`src/rtl/ulpi_link_ctrl_pkg.sv`:
```
// Shared types and constants for the ULPI link controller.
package ulpi_link_ctrl_pkg;

  typedef enum logic [2:0] {
    StIdle,
    StTurn,
    StRx,
    StTxCmd,
    StTxData,
    StStp,
    StAbort
  } ulpi_state_e;

  localparam logic [7:0] TX_CMD_DEFAULT = 8'h40;
  localparam logic [1:0] RXCMD_ACTIVE   = 2'b01;
  localparam logic [1:0] RXCMD_ERROR    = 2'b11;

  // States in which the link owns a transmit (tx_busy is held by these).
  function automatic logic is_tx_state(ulpi_state_e st);
    return (st == StTxCmd) || (st == StTxData) || (st == StStp);
  endfunction

endpackage

```
`src/rtl/ulpi_link_ctrl_if.sv`:
```
// ULPI pin bundle between the link controller and the PHY.
interface ulpi_link_ctrl_if;
  logic       ulpi_clk;
  logic       dir;
  logic       nxt;
  logic [7:0] ulpi_data_in;
  logic [7:0] ulpi_data_out;
  logic       stp;

  modport master (
    input  ulpi_clk,
    input  dir,
    input  nxt,
    input  ulpi_data_in,
    output ulpi_data_out,
    output stp
  );

  modport slave (
    output ulpi_clk,
    output dir,
    output nxt,
    output ulpi_data_in,
    input  ulpi_data_out,
    input  stp
  );
endinterface

```
`src/rtl/ulpi_link_ctrl_edge_detector.sv`:
```
// Rising-edge detector for slow signals oversampled on the system clock.
module ulpi_link_ctrl_edge_detector #(
  parameter int unsigned Width = 1
) (
  input  logic             clk,
  input  logic             n_rst,
  input  logic [Width-1:0] sig,
  output logic [Width-1:0] rise
);

  logic [Width-1:0] sig_q;

  // Remember the previous sample of each input.
  always_ff @(posedge clk or negedge n_rst) begin
    if (!n_rst) begin
      sig_q <= '0;
    end else begin
      sig_q <= sig;
    end
  end

  assign rise = sig & ~sig_q;

endmodule

```
`src/rtl/ulpi_link_ctrl.sv`:
```
// ULPI link-side controller: single-packet transmit with nxt throttling and
// abort on bus turnaround, plus RX CMD / RX data decode.
module ulpi_link_ctrl
  import ulpi_link_ctrl_pkg::*;
#(
  parameter int unsigned TX_BYTES = 66,
  parameter logic [7:0]  TX_CMD   = TX_CMD_DEFAULT
) (
  input  logic                  clk,
  input  logic                  n_rst,
  ulpi_link_ctrl_if.master      ulpi,
  input  logic                  tx_start,
  input  logic [TX_BYTES*8-1:0] tx_payload,
  output logic                  tx_busy,
  output logic                  tx_done,
  output logic                  tx_abort,
  output logic [7:0]            rx_byte,
  output logic                  rx_valid,
  output logic [7:0]            rx_cmd,
  output logic                  rx_cmd_valid,
  output logic                  rx_active,
  output logic                  rx_error
);

  // Kept at least one bit wide so a single-byte packet still has an index.
  localparam int unsigned     IDX_W    = (TX_BYTES > 1) ? $clog2(TX_BYTES) : 1;
  localparam logic [IDX_W-1:0] LAST_IDX = IDX_W'(TX_BYTES - 1);

  ulpi_state_e           state_q, state_d;
  logic [TX_BYTES*8-1:0] shift_q, shift_d;
  logic [IDX_W-1:0]      idx_q, idx_d;
  logic                  pending_q, pending_d;
  logic [7:0]            rx_byte_q, rx_byte_d;
  logic                  rx_valid_q, rx_valid_d;
  logic [7:0]            rx_cmd_q, rx_cmd_d;
  logic                  rx_cmd_valid_q, rx_cmd_valid_d;
  logic                  rx_active_q, rx_active_d;
  logic                  rx_error_q, rx_error_d;
  logic                  tx_done_q, tx_done_d;

  logic [1:0] rise;
  logic       tick;
  logic       dir_rise;
  logic [7:0] data_out;
  logic       stp_out;
  logic       abort_out;
  logic       accept;

  ulpi_link_ctrl_edge_detector #(
    .Width (2)
  ) u_edge (
    .clk   (clk),
    .n_rst (n_rst),
    .sig   ({ulpi.dir, ulpi.ulpi_clk}),
    .rise  (rise)
  );

  assign tick     = rise[0];
  assign dir_rise = rise[1];

  assign tx_busy = pending_q | is_tx_state(state_q);
  assign accept  = tx_start & ~tx_busy;

  // Next-state, datapath updates and bus outputs.
  always_comb begin
    state_d        = state_q;
    shift_d        = shift_q;
    idx_d          = idx_q;
    pending_d      = pending_q;
    rx_byte_d      = rx_byte_q;
    rx_valid_d     = 1'b0;
    rx_cmd_d       = rx_cmd_q;
    rx_cmd_valid_d = 1'b0;
    rx_active_d    = rx_active_q;
    rx_error_d     = rx_error_q;
    tx_done_d      = 1'b0;
    data_out       = 8'h00;
    stp_out        = 1'b0;
    abort_out      = 1'b0;

    if (accept) begin
      pending_d = 1'b1;
      shift_d   = tx_payload;
    end

    case (state_q)
      StIdle: begin
        // PHY taking the bus wins; a pending request waits for the next idle.
        if (dir_rise) begin
          state_d = StTurn;
        end else if (pending_q && tick && !ulpi.dir) begin
          state_d   = StTxCmd;
          pending_d = 1'b0;
        end
      end
      StTurn: begin
        if (tick) begin
          state_d = ulpi.dir ? StRx : StIdle;
        end
      end
      StRx: begin
        if (tick) begin
          if (!ulpi.dir) begin
            state_d     = StTurn;
            rx_active_d = 1'b0;
          end else if (ulpi.nxt) begin
            rx_byte_d  = ulpi.ulpi_data_in;
            rx_valid_d = 1'b1;
          end else begin
            rx_cmd_d       = ulpi.ulpi_data_in;
            rx_cmd_valid_d = 1'b1;
            rx_active_d    = (ulpi.ulpi_data_in[5:4] == RXCMD_ACTIVE);
            rx_error_d     = (ulpi.ulpi_data_in[5:4] == RXCMD_ERROR);
          end
        end
      end
      StTxCmd: begin
        data_out = TX_CMD;
        if (ulpi.dir) begin
          state_d = StAbort;
        end else if (tick && ulpi.nxt) begin
          state_d = StTxData;
          idx_d   = '0;
        end
      end
      StTxData: begin
        data_out = shift_q[7:0];
        if (ulpi.dir) begin
          state_d = StAbort;
        end else if (tick && ulpi.nxt) begin
          if (idx_q == LAST_IDX) begin
            state_d = StStp;
          end else begin
            shift_d = shift_q >> 8;
            idx_d   = idx_q + IDX_W'(1);
          end
        end
      end
      StStp: begin
        stp_out = 1'b1;
        if (tick) begin
          state_d   = StIdle;
          tx_done_d = 1'b1;
        end
      end
      StAbort: begin
        abort_out = 1'b1;
        state_d   = StTurn;
      end
      default: begin
        state_d = StIdle;
      end
    endcase
  end

  // State and datapath registers; reset releases the bus immediately.
  always_ff @(posedge clk or negedge n_rst) begin
    if (!n_rst) begin
      state_q        <= StIdle;
      shift_q        <= '0;
      idx_q          <= '0;
      pending_q      <= 1'b0;
      rx_byte_q      <= 8'h00;
      rx_valid_q     <= 1'b0;
      rx_cmd_q       <= 8'h00;
      rx_cmd_valid_q <= 1'b0;
      rx_active_q    <= 1'b0;
      rx_error_q     <= 1'b0;
      tx_done_q      <= 1'b0;
    end else begin
      state_q        <= state_d;
      shift_q        <= shift_d;
      idx_q          <= idx_d;
      pending_q      <= pending_d;
      rx_byte_q      <= rx_byte_d;
      rx_valid_q     <= rx_valid_d;
      rx_cmd_q       <= rx_cmd_d;
      rx_cmd_valid_q <= rx_cmd_valid_d;
      rx_active_q    <= rx_active_d;
      rx_error_q     <= rx_error_d;
      tx_done_q      <= tx_done_d;
    end
  end

  assign ulpi.ulpi_data_out = data_out;
  assign ulpi.stp           = stp_out;
  assign tx_abort           = abort_out;
  assign tx_done            = tx_done_q;
  assign rx_byte            = rx_byte_q;
  assign rx_valid           = rx_valid_q;
  assign rx_cmd             = rx_cmd_q;
  assign rx_cmd_valid       = rx_cmd_valid_q;
  assign rx_active          = rx_active_q;
  assign rx_error           = rx_error_q;

endmodule

```
`src/flat_wrapper.sv`:
```
// flat-port wrapper written by rule: the top's interface ports become plain ports
module ulpi_link_ctrl_flat import ulpi_link_ctrl_pkg::*;
#(
  parameter int unsigned TX_BYTES = 66,
  parameter logic [7:0]  TX_CMD   = TX_CMD_DEFAULT
)
  (clk, n_rst, tx_start, tx_payload, tx_busy, tx_done, tx_abort, rx_byte, rx_valid, rx_cmd, rx_cmd_valid, rx_active, rx_error, ulpi_ulpi_clk, ulpi_dir, ulpi_nxt, ulpi_ulpi_data_in, ulpi_ulpi_data_out, ulpi_stp);
  ulpi_link_ctrl_if ulpi_i ();
  input  logic clk;
  input  logic n_rst;
  input  logic tx_start;
  input  logic [TX_BYTES*8-1:0] tx_payload;
  output logic tx_busy;
  output logic tx_done;
  output logic tx_abort;
  output logic [7:0] rx_byte;
  output logic rx_valid;
  output logic [7:0] rx_cmd;
  output logic rx_cmd_valid;
  output logic rx_active;
  output logic rx_error;
  input wire logic [$bits(ulpi_i.ulpi_clk)-1:0] ulpi_ulpi_clk;
  input wire logic [$bits(ulpi_i.dir)-1:0] ulpi_dir;
  input wire logic [$bits(ulpi_i.nxt)-1:0] ulpi_nxt;
  input wire logic [$bits(ulpi_i.ulpi_data_in)-1:0] ulpi_ulpi_data_in;
  output wire logic [$bits(ulpi_i.ulpi_data_out)-1:0] ulpi_ulpi_data_out;
  output wire logic [$bits(ulpi_i.stp)-1:0] ulpi_stp;
  assign ulpi_i.ulpi_clk = ulpi_ulpi_clk;
  assign ulpi_i.dir = ulpi_dir;
  assign ulpi_i.nxt = ulpi_nxt;
  assign ulpi_i.ulpi_data_in = ulpi_ulpi_data_in;
  assign ulpi_ulpi_data_out = ulpi_i.ulpi_data_out;
  assign ulpi_stp = ulpi_i.stp;
  ulpi_link_ctrl #(.TX_BYTES(TX_BYTES), .TX_CMD(TX_CMD)) u_core (.clk(clk), .n_rst(n_rst), .ulpi(ulpi_i), .tx_start(tx_start), .tx_payload(tx_payload), .tx_busy(tx_busy), .tx_done(tx_done), .tx_abort(tx_abort), .rx_byte(rx_byte), .rx_valid(rx_valid), .rx_cmd(rx_cmd), .rx_cmd_valid(rx_cmd_valid), .rx_active(rx_active), .rx_error(rx_error));
endmodule
```
`config.mk`:
```
export PLATFORM = sky130hd
export DESIGN_NAME = ulpi_link_ctrl_flat
export DESIGN_NICKNAME = d
export VERILOG_FILES = /design/src/rtl/ulpi_link_ctrl_pkg.sv /design/src/rtl/ulpi_link_ctrl_if.sv /design/src/rtl/ulpi_link_ctrl_edge_detector.sv /design/src/rtl/ulpi_link_ctrl.sv /design/src/flat_wrapper.sv
export SDC_FILE = /design/constraint.sdc
export NUM_CORES = 1
export LEC_CHECK = 0
export ABC_CLOCK_PERIOD_IN_PS = 1950
export BUFFER_PORTS_ARGS = -buffer_cell sky130_fd_sc_hd__buf_2
export CAP_MARGIN = 20
export CORE_MARGIN = 5
export CORE_UTILIZATION = 50
export DETAILED_ROUTE_END_ITERATION = 16
export HOLD_SLACK_MARGIN = 0.15
export PLACE_DENSITY = 0.86
export SLEW_MARGIN = 20
export SYNTH_ARGS = -nofsm -noshare
export SYNTH_HDL_FRONTEND = slang
export SYNTH_SLANG_ARGS = --single-unit
```
`constraint.sdc`:
```
create_clock -name clk -period 1.95 [get_ports clk]
set_input_delay 0.39 -clock clk [delete_from_list [all_inputs] [get_ports clk]]
set_output_delay 0.39 -clock clk [all_outputs]
set_load 0.01 [all_outputs]
```
==> flow_summary_export.csv, run 1 <==
group,metric,value,unit
synth,avgSynthCellArea,8.68,µm²
run_status,outcome,"aborted with a tool error",
synth,synth_area_leaders,"dfrtp_1 54%, nand2_1 15%, a31oi_1 11%",
synth,synth_seq_cells,562,
global_route,grt_pass1_wl,233,mm
synth,ys.flop_type,"dfrtp_1",
global_route,grt.total_usage,54.3,%
synth,yosysTopAreaCellShare,53.5,%
clock_network,cts_sinks,562,
synth,syn-num-nets,3570,
synth,synth.most_common_cell,"nand2_1",
clock_network,cts_max_path_buffers,3,
die,die_h,239,µm
die,start_util,50.2,%
run_status,error,"[ERROR GRT-0116] Global routing finished with congestion. Check the congestion regions in the DRC Viewer.",
synth,ys_async_sr_fraction,100,%
synth,seq_area_frac_synth,53.5,%
run_status,lastStage,"5_1_grt",
global_route,gr-total-overflow,4,
place,gp_congestion,0.931,
place,hpwl,56.8,mm
place,port_buffers,573,
clock_network,h-tree-depth,2,
clock_network,root_buffer,"clkbuf_16",
global_route,grt_pass1_vias,37617,
synth,syn-cell-area,26300,µm²
die,rows,84,
synth,synth-edff-count,0,
synth,yosysTopAreaCell,"dfrtp_1",
synth,synthTopCellsByCount,"1,063 x nand2_1, 562 x dfrtp_1, 446 x nor2_1",
die,pin_count,574,
synth,yosysUniqueCellTypes,49,
synth,yosys_warnings,0,
clock_network,cts_inserted_buffers,57,
place,pre_cts_slack,-0.110,ns
die,die_x,239,µm
place,place_area,30700,µm²
synth,synthCells,3026,
global_route,grt_max_degree,73,
## timing repair
| item | 4_1_cts |
|---|---|
| gates cloned | 62 |
| gates resized for setup | 332 |
| hold endpoints to repair | 978 |
| hold buffers | 539 |
| setup endpoints to repair | 342 |
| pin swaps | 35 |
| setup buffers | 47 |
## cell families after synthesis
kind of cell	count (synthesis)	share of synthesized area [%]
compound gates	560	15.3
fa+ha+maj	2	0.0953
flops	562	53.5
buf+inv	250	5.67
simple gates	1633	24.6
mux	19	0.810
## metal layers
layer,GRT usage [%],GRT overflow
met1,54.7,0
met4,50.9,0
met5,7.91,0
met3,36.1,2
met2,73.9,2
## metrics by stage
stage          hold WS (ns)  instances
2_1_floorplan        0.0944       3026
3_3_place_gp          0.314       4226
3_5_place_dp          0.316       4226
4_1_cts               0.199       4978
==> inputs of run 2 (changes only) <==
--- a/config.mk
+++ b/config.mk
@@ -5,14 +5,13 @@
 export SDC_FILE = /design/constraint.sdc
 export NUM_CORES = 1
 export LEC_CHECK = 0
-export ABC_CLOCK_PERIOD_IN_PS = 1950
+export ABC_CLOCK_PERIOD_IN_PS = 2500
 export BUFFER_PORTS_ARGS = -buffer_cell sky130_fd_sc_hd__buf_2
 export CAP_MARGIN = 20
 export CORE_MARGIN = 5
-export CORE_UTILIZATION = 50
+export CORE_UTILIZATION = 40
 export DETAILED_ROUTE_END_ITERATION = 16
-export HOLD_SLACK_MARGIN = 0.15
-export PLACE_DENSITY = 0.86
+export PLACE_DENSITY_LB_ADDON = 0.15
 export SLEW_MARGIN = 20
 export SYNTH_ARGS = -nofsm -noshare
 export SYNTH_HDL_FRONTEND = slang
==> constraint.sdc (replaced) <==
create_clock -name clk -period 2.5 [get_ports clk]
set_input_delay 0.5 -clock clk [delete_from_list [all_inputs] [get_ports clk]]
set_output_delay 0.5 -clock clk [all_outputs]
set_load 0.01 [all_outputs]
==> flow_summary_export.csv, run 2 <==
group,metric,value,unit
die,die_x,266,µm
synth,yosysUniqueCellTypes,49,
route,antenna_left,0,
die,start_util,40.2,%
timing,min_period,2.39,ns
synth,ys_async_sr_fraction,100,%
power_and_ir_drop,cellPowerDensity,1040,nW/µm²
place,port_buffers,573,
route,met1_length,36.9,mm
clock_network,cts_inserted_buffers,60,
worst_setup_path,worst-setup-path-type,"reg2out",
final_layout,instances_no_fill,4440,
synth,yosys_warnings,0,
final_layout,nets,4067,
synth,syn-cell-area,26300,µm²
place,pre_cts_slack,0.238,ns
synth,avgSynthCellArea,8.68,µm²
worst_setup_path,startpoint_type,"flop",
global_route,grt.total_usage,21.7,%
die,rows,94,
synth,synth.most_common_cell,"nand2_1",
route,top_layer_used,"met5",
clock_network,cts_sinks,562,
timing,period_share,95.7,%
clock_network,h-tree-depth,2,
route,route.met2.wl,38.1,mm
route,post_drt_via_cell_ratio,5.11,
worst_setup_path,arrival,1.89,ns
die,die_h,266,µm
clock_network,root_buffer,"clkbuf_16",
synth,synthCells,3026,
clock_network,clk_pin_slew,0.06,ns
route,route.vias.total,22675,
die,core,65400,µm²
synth,yosysTopAreaCell,"dfrtp_1",
clock_network,clk-insertion-delay-late,0.61,ns
global_route,grt_pass1_wl,125,mm
route,wl_met3,3.76,mm
global_route,antenna_found_initial,8,
global_route,gr-total-overflow,0,
final_layout,layout_common_cells,"1,063 x nand2_1, 571 x buf_2, 561 x dfrtp_1, 446 x nor2_1, 442 x a31oi_1",
die,pin_count,574,
synth,syn-num-nets,3570,
worst_setup_path,setup.worst_path.end_class,"output port",
route,drtIter0Drc,1814,
place,dpl.cell_count,4314,
synth,synth_seq_cells,562,
timing,fin_skew,0.0171,ns
global_route,grt_pass1_vias,22320,
timing,fmax,0.418,GHz
power_and_ir_drop,irDropWorstVdd,0.531,mV
clock_network,cts_max_path_buffers,3,
final_layout,layout-drive-gt1-share,26.7,%
clock_network,cts_tree,"done",
timing,final_hold_viol_count,0,
timing,worstMarginPinSlew,0.667,ns
route,drt-wirelength-per-cell,18.2,µm
synth,synthTopCellsByCount,"1,063 x nand2_1, 562 x dfrtp_1, 446 x nor2_1",
synth,yosysTopAreaCellShare,53.5,%
timing,setup-violations-final,0,
synth,ys.flop_type,"dfrtp_1",
timing,max_slew_margin,55.6,%
worst_setup_path,required,2.00,ns
route,drc,0,
synth,synth-edff-count,0,
route,wirelength,80.7,mm
die,die-area,70900,µm²
hold_path,hold_class,"in2reg",
global_route,grt_max_degree,101,
place,gp_congestion,0.828,
flow_run,max_cap_viol_count,0,
power_and_ir_drop,p_total,33.3,mW
timing,slew_violations,0,
synth,seq_area_frac_synth,53.5,%
run_status,outcome,"finished, final reports clean",
route,drt_pre_antenna_iters,5,
final_layout,final_common_cell,"nand2_1",
worst_setup_path,crit_fanout,7,
final_layout,area_growth,22.0,%
final_layout,largest_register_ffs,528,
timing,setup_slack,0.108,ns
place,hpwl,57.8,mm
final_layout,top_register,"u_core.shift_q",
power_and_ir_drop,p_leak,15.6,nW
synth,synth_area_leaders,"dfrtp_1 54%, nand2_1 15%, a31oi_1 11%",
## run 2: path summary, 6_finish.rpt
path	end	cells past startpoint	slack, ns	from
worst max-delay path	ulpi_ulpi_data_out[3]	6	0.11	u_core.state_q[0]
worst min-delay path	u_core.u_edge.sig_q[0]	1	0.08	ulpi_ulpi_clk
worst max register to register	u_core.shift_q[444]	8	0.14	u_core.state_q[0]
worst min register to register	u_core.rx_error	2	0.48	u_core.rx_error
max in group asynchronous	u_core.shift_q[442]	4	1.19	n_rst
min in group asynchronous	u_core.shift_q[323]	2	0.45	n_rst
## run 2: what timing repair did
item	4_1_cts	5_1_grt
gates resized for setup	4	3
pin swaps	0	1
endpoints found under the hold margin	37	0
cloned	0	0
hold buffers	1	0
buffers inserted	4	6
setup endpoints to repair	8	6
## run 2: kinds of logic (layout without fill, tap and decap cells)
| family | Yosys count | in the layout | share of synthesized area (%) |
|---|---|---|---|
| simple gates | 1633 | 1633 | 24.6 |
| flops | 562 | 562 | 53.5 |
| compound gates | 560 | 560 | 15.3 |
| buf+inv | 250 | 795 | 5.67 |
| mux | 19 | 19 | 0.810 |
| fa+ha+maj | 2 | 2 | 0.0953 |
| other cells | 0 | 5 | 0 |
## run 2: critical path, cell delays in order, from the launching register on
cell     delay (ns)
dfrtp_1        0.39
buf_6          0.14
nor3b_4        0.21
buf_6          0.17
buf_12         0.11
and2_1         0.11
buf_2          0.14
## run 2: per-layer routing
metal / global-route usage (%) / vias to the layer above
met1: 31.3 / 10900
met2: 34.7 / 539
met3: 3.25 / 114
met4: 5.84 / 4
met5: 0 / -
li1: - / 11118
## run 2: metrics by stage
stage | utilization [%] | cell area, µm² | setup TNS, ns | hold WS [ns]
detailed placement | 45.8 | 30000 | 0 | 0.469
finish | 49.0 | 32000 | 0 | 0.0759
global route | 49.0 | 32000 | -0.00493 | 0.0362
global placement | 45.8 | 30000 | 0 | 0.460
floorplan | - | 26300 | 0 | 0.204
CTS | 48.9 | 32000 | 0 | 0.0187
## run 2: layout make-up
type	instances	area, µm²
antenna	5	12.5
clock buffer	94	1820
clock inverter	16	119
fill	6457	33300
inverter	9	33.8
multi-input combinational	2214	10700
sequential	562	14100
tap	864	1080
timing repair buffer	676	4180
## run 2: power breakdown
| part | switching, mW | total [mW] | internal [mW] |
|---|---|---|---|
| clock | 3.69 | 8.77 | 5.08 |
| combinational | 4.50 | 8.80 | 4.30 |
| sequential | 2.53 | 15.7 | 13.2 |
(Power assumes the default switching activity.)
==> inputs of run 3 (changes only) <==
--- a/config.mk
+++ b/config.mk
@@ -12,6 +12,7 @@
 export CORE_UTILIZATION = 40
 export DETAILED_ROUTE_END_ITERATION = 16
 export PLACE_DENSITY_LB_ADDON = 0.15
+export RECOVER_POWER = 100
 export SLEW_MARGIN = 20
 export SYNTH_ARGS = -nofsm -noshare
 export SYNTH_HDL_FRONTEND = slang
==> flow_summary_export.csv, run 3 (synthesis results as in run 2) <==
group,metric,value,unit
run_status,outcome,"complete, but fails checks",
run_status,failed_checks,"max-capacitance violations, max-slew violations",
worst_setup_path,worstSetupStartpoint,"u_core.state_q[2]",
power_and_ir_drop,clockPowerShare,26.3,%
final_layout,layout_common_cells,"1,063 x nand2_1, 573 x buf_2, 561 x dfrtp_1, 446 x nor2_1, 442 x a31oi_1",
timing,fin_skew,0.0169,ns
clock_network,root_buffer,"clkbuf_16",
final_layout,nets,4067,
power_and_ir_drop,p_total,33.3,mW
power_and_ir_drop,power.share.sequential,47.3,%
clock_network,cts_max_path_buffers,3,
clock_network,h-tree-depth,2,
global_route,grt_max_degree,101,
flow_run,max_cap_viol_count,1,
worst_setup_path,r2r-start,"u_core.state_q[0]",
power_and_ir_drop,switching_share,32.2,%
clock_network,clk_pin_slew,0.06,ns
global_route,grt.total_usage,21.7,%
clock_network,cts_sinks,562,
worst_setup_path,startpoint_type,"flop",
worst_setup_path,setup.worst_path.end_class,"output port",
final_layout,largest_register_ffs,528,
final_layout,layout-drive-gt1-share,26.7,%
final_layout,area_growth,21.8,%
timing,setup_slack,0.111,ns
timing,min_period,2.39,ns
place,pre_cts_slack,0.238,ns
place,gp_congestion,0.828,
timing,setup-violations-final,0,
worst_setup_path,crit_fanout,7,
power_and_ir_drop,power_switching,10.7,mW
die,die_h,266,µm
timing,final_hold_viol_count,0,
worst_setup_path,worst-setup-path-type,"reg2out",
route,post_drt_via_cell_ratio,5.13,
power_and_ir_drop,irDropWorstVdd,0.530,mV
timing,period_share,95.6,%
hold_path,hold_class,"in2reg",
die,die_x,266,µm
timing,max_slew_margin,-25.7,%
place,hpwl,57.8,mm
timing,hold_slack,0.110,ns
die,pin_count,574,
power_and_ir_drop,cellPowerDensity,1040,nW/µm²
final_layout,top_register,"u_core.shift_q",
clock_network,cts_inserted_buffers,60,
route,drt_pre_antenna_iters,6,
route,antenna_left,0,
global_route,grt_pass1_wl,125,mm
route,wirelength,80.9,mm
route,drc,0,
global_route,gr-total-overflow,0,
timing,fmax,0.419,GHz
route,drtIter0Drc,1873,
die,core,65400,µm²
final_layout,final_common_cell,"nand2_1",
timing,worstMarginPinSlew,1.89,ns
worst_setup_path,arrival,1.89,ns
place,port_buffers,573,
power_and_ir_drop,intPower,22.6,mW
power_and_ir_drop,combPwrFrac,26.4,%
clock_network,cts_tree,"done",
die,die-area,70900,µm²
hold_path,min-delay-start,"ulpi_ulpi_clk",
die,rows,94,
route,drt-wirelength-per-cell,18.2,µm
power_and_ir_drop,p_leak,15.5,nW
clock_network,clk-insertion-delay-late,0.61,ns
timing,slew_violations,53,
worst_setup_path,required,2.00,ns
route,route.vias.total,22792,
global_route,grt_pass1_vias,22320,
global_route,antenna_found_initial,8,
die,start_util,40.2,%
final_layout,post-route-util,48.9,%
-- run 3: changes by cell type in the layout (fill, tap and decap cells not counted), sizes merged --
| cell | before | now |
|---|---|---|
| buf | 675 | 665 |
| clkbuf | 94 | 104 |
-- run 3: final timing paths --
check,end,slack [ns],cells past startpoint
min reg2reg,u_core.rx_error,0.48,2
max,tx_busy,0.11,4
min,u_core.u_edge.sig_q[0],0.11,1
max in group asynchronous,u_core.shift_q[349],0.25,3
min in group asynchronous,u_core.shift_q[323],0.93,2
max reg2reg,u_core.shift_q[444],0.14,8
-- run 3: area by class of cell --
class | count | area, µm²
multi-input combinational | 2214 | 10700
tap | 864 | 1080
sequential | 562 | 14100
fill | 6470 | 33400
antenna | 5 | 12.5
clock inverter | 16 | 119
inverter | 9 | 33.8
timing repair buffer | 676 | 4120
clock buffer | 94 | 1820
-- run 3: what timing repair did --
item | in CTS | in global routing
endpoints found under the hold margin | 37 | 0
gates cloned | 0 | 0
pin swaps | 0 | 1
setup endpoints to repair | 8 | 6
hold buffers | 1 | 0
setup buffers | 4 | 6
gates resized for setup | 4 | 3
-- run 3: layer usage --
layer	track usage (%)	share of wire, %	up-vias
met5	0	0.026	-
met4	5.84	2.4	4
met3	3.25	4.9	118
met2	34.7	47	575
met1	31.3	45	10970
li1	-	-	11125
-- run 3: worst max-delay path: stages, from the launching register on --
cell,delay (ns)
dfrtp_2,0.44
buf_4,0.15
nand3b_1,0.32
nand3_1,0.18
buf_2,0.18
-- run 3: stage by stage --
step | std cells | TNS [ns] | area [µm²]
floorplan | 3026 | 0 | 26300
global placement | 4314 | 0 | 30000
detailed placement | 4314 | 0 | 30000
CTS | 4429 | 0 | 32000
global route | 4440 | -0.00493 | 32000
finish | 4440 | 0 | 32000
-- run 3: power groups by stage --
stage	registers (mW)	logic (mW)	clock network, mW
finish	15.7	8.78	8.76
global route	16.2	9.98	9.35
CTS	15.7	8.80	9.01
detailed placement	15.8	8.70	0
global placement	15.8	8.44	0
floorplan	15.0	6.33	0
==> inputs of run 4 (changes only) <==
--- a/config.mk
+++ b/config.mk
@@ -6,11 +6,12 @@
 export NUM_CORES = 1
 export LEC_CHECK = 0
 export ABC_CLOCK_PERIOD_IN_PS = 2500
-export BUFFER_PORTS_ARGS = -buffer_cell sky130_fd_sc_hd__buf_2
+export BUFFER_PORTS_ARGS = -buffer_cell sky130_fd_sc_hd__clkbuf_2
 export CAP_MARGIN = 20
 export CORE_MARGIN = 5
 export CORE_UTILIZATION = 40
 export DETAILED_ROUTE_END_ITERATION = 16
+export HOLD_SLACK_MARGIN = 0.08
 export PLACE_DENSITY_LB_ADDON = 0.15
 export RECOVER_POWER = 100
 export SLEW_MARGIN = 20
==> flow_summary_export.csv, run 4 (synthesis results as in run 2) <==
group,metric,value,unit
run_status,outcome,"finished, final reports clean",
final_layout,final.fill_count,6422,
final_layout,regArea,14100,µm²
power_and_ir_drop,cellPowerDensity,1050,nW/µm²
global_route,grt_max_degree,107,
timing,setup_tns,0,ns
worst_setup_path,arrival,1.90,ns
worst_setup_path,startpoint_type,"flop",
final_layout,area_growth,21.2,%
route,route.vias.total,22538,
worst_setup_path,worstSetupStartpoint,"u_core.state_q[1]",
clock_network,clk_pin_slew,0.06,ns
die,pin_count,574,
place,place_area,29900,µm²
power_and_ir_drop,power_switching,10.6,mW
die,rows,94,
final_layout,layout_common_cells,"1,063 x nand2_1, 562 x dfrtp_1, 555 x clkbuf_2, 462 x nor2_1, 442 x a31oi_1",
die,start_util,40.2,%
worst_setup_path,worst-setup-path-type,"reg2out",
final_layout,layout-drive-gt1-share,24.8,%
place,dpl.cell_count,4301,
timing,fin_skew,0.0149,ns
worst_setup_path,r2r-start,"u_core.state_q[0]",
route,drtIter0Drc,1682,
die,core,65400,µm²
hold_path,hold_class,"in2reg",
final_layout,final_common_cell,"nand2_1",
clock_network,cts_sinks,562,
place,hpwl,56.7,mm
timing,final_hold_viol_count,0,
global_route,grt.total_usage,21.6,%
final_layout,instances_no_fill,4437,
final_layout,stdcell_area,31800,µm²
route,drt-wirelength-per-cell,17.9,µm
worst_setup_path,r2r_cells,7,
global_route,grt_pass1_wl,124,mm
die,die_h,266,µm
final_layout,largest_register_ffs,528,
timing,rsz0062_at_grt,"no",
clock_network,cts_inserted_buffers,60,
final_layout,top_register,"u_core.shift_q",
timing,fmax,0.417,GHz
final_layout,nets,4063,
place,gp_congestion,0.809,
worst_setup_path,crit_fanout,11,
die,die-area,70900,µm²
route,drt_pre_antenna_iters,5,
die,die_x,266,µm
global_route,met3_usage,3.25,%
worst_setup_path,max_stage_delay,0.37,ns
timing,worstMarginPinSlew,1.38,ns
route,antenna_left,0,
route,post_drt_via_cell_ratio,5.08,
clock_network,cts_max_path_buffers,3,
global_route,use_met1,31.5,%
global_route,gr-total-overflow,0,
flow_run,max_cap_viol_count,0,
global_route,grt-busiest-layer,"met2",
clock_network,root_buffer,"clkbuf_16",
power_and_ir_drop,switching_share,31.9,%
power_and_ir_drop,power.share.sequential,47.1,%
global_route,antenna_found_initial,5,
route,drc,0,
power_and_ir_drop,intPower,22.7,mW
worst_setup_path,setup.worst_path.end_class,"output port",
timing,setup-violations-final,0,
worst_setup_path,slowest_stage,"dfrtp_1",
power_and_ir_drop,p_leak,15.5,nW
global_route,gr-usage-met2,33.9,%
hold_path,min-delay-start,"tx_payload[523]",
route,wirelength,79.4,mm
clock_network,clk-insertion-delay-late,0.61,ns
worst_setup_path,required,2.00,ns
timing,max_slew_margin,8.28,%
timing,min_period,2.40,ns
timing,period_share,95.9,%
global_route,grt_pass1_vias,22088,
worst_setup_path,crit_chain,"buf_4 -> nor3b_2 -> buf_6 -> buf_12 -> and2_1 -> clkbuf_1",
clock_network,cts_tree,"done",
power_and_ir_drop,irDropWorstVdd,0.607,mV
final_layout,multi_input_area,10700,µm²
clock_network,h-tree-depth,2,
power_and_ir_drop,clockPowerShare,27.2,%
hold_path,holdPathStages,3,
power_and_ir_drop,combPwrFrac,25.8,%
place,port_buffers,573,
timing,slew_violations,0,
-- run 4: worst paths after layout --
check	slack [ns]	end
setup / recovery	0.10	ulpi_ulpi_data_out[4]
max in group asynchronous	0.32	u_core.shift_q[429]
min in group asynchronous	0.74	u_core.shift_q[293]
setup reg to reg	0.17	u_core.shift_q[187]
hold / removal	0.12	u_core.shift_q[523]
hold reg to reg	0.49	u_core.idx_q[6]
-- run 4: through the flow --
step                hold slack [ns]  setup slack, ns  utilization, %  total power [mW]
global placement              0.442            0.261            45.7              24.3
global route                  0.104          0.00479            48.7              35.6
detailed placement            0.446            0.204            45.7              24.4
floorplan                     0.204            0.483               -              21.4
CTS                          0.0802           0.0362            49.1              33.8
finish                        0.124            0.103            48.7              33.4
-- run 4: what timing repair did --
action / 4_1_cts / 5_1_grt
hold endpoints to repair: 43 / 0
cloned: 0 / 0
setup buffers: 4 / 0
endpoints found under the setup margin: 3 / 3
gates resized for setup: 2 / 2
hold buffers: 16 / 0
-- run 4: worst max-delay path, delay by kind of cell, from the launching register on --
family	cells	cell delay [ns]
and+or+nand+nor	2	0.31
buffers and inverters	4	0.61
DFF	1	0.37
-- run 4: routing by layer --
metal / vias to the layer above / share of wire (%)
met5: - / 0
met4: 0 / 2.4
met3: 100 / 4.8
met2: 564 / 47
met1: 10767 / 46
li1: 11107 / -
-- run 4: area by class of cell --
type,count,share of cell area (%)
Antenna cell,5,0.0393
Clock buffer,92,5.69
Clock inverter,19,0.625
Inverter,9,0.106
Multi-Input combinational cell,2214,33.6
Sequential cell,562,44.2
Tap cell,864,3.40
Timing Repair Buffer,672,12.4
-- run 4: power groups by stage --
stage	clock network [mW]	logic [mW]	registers [mW]
CTS	9.32	8.80	15.7
finish	9.07	8.59	15.7
global route	9.67	9.78	16.2
detailed placement	0	8.67	15.8
floorplan	0	6.33	15.0
global placement	0	8.44	15.8
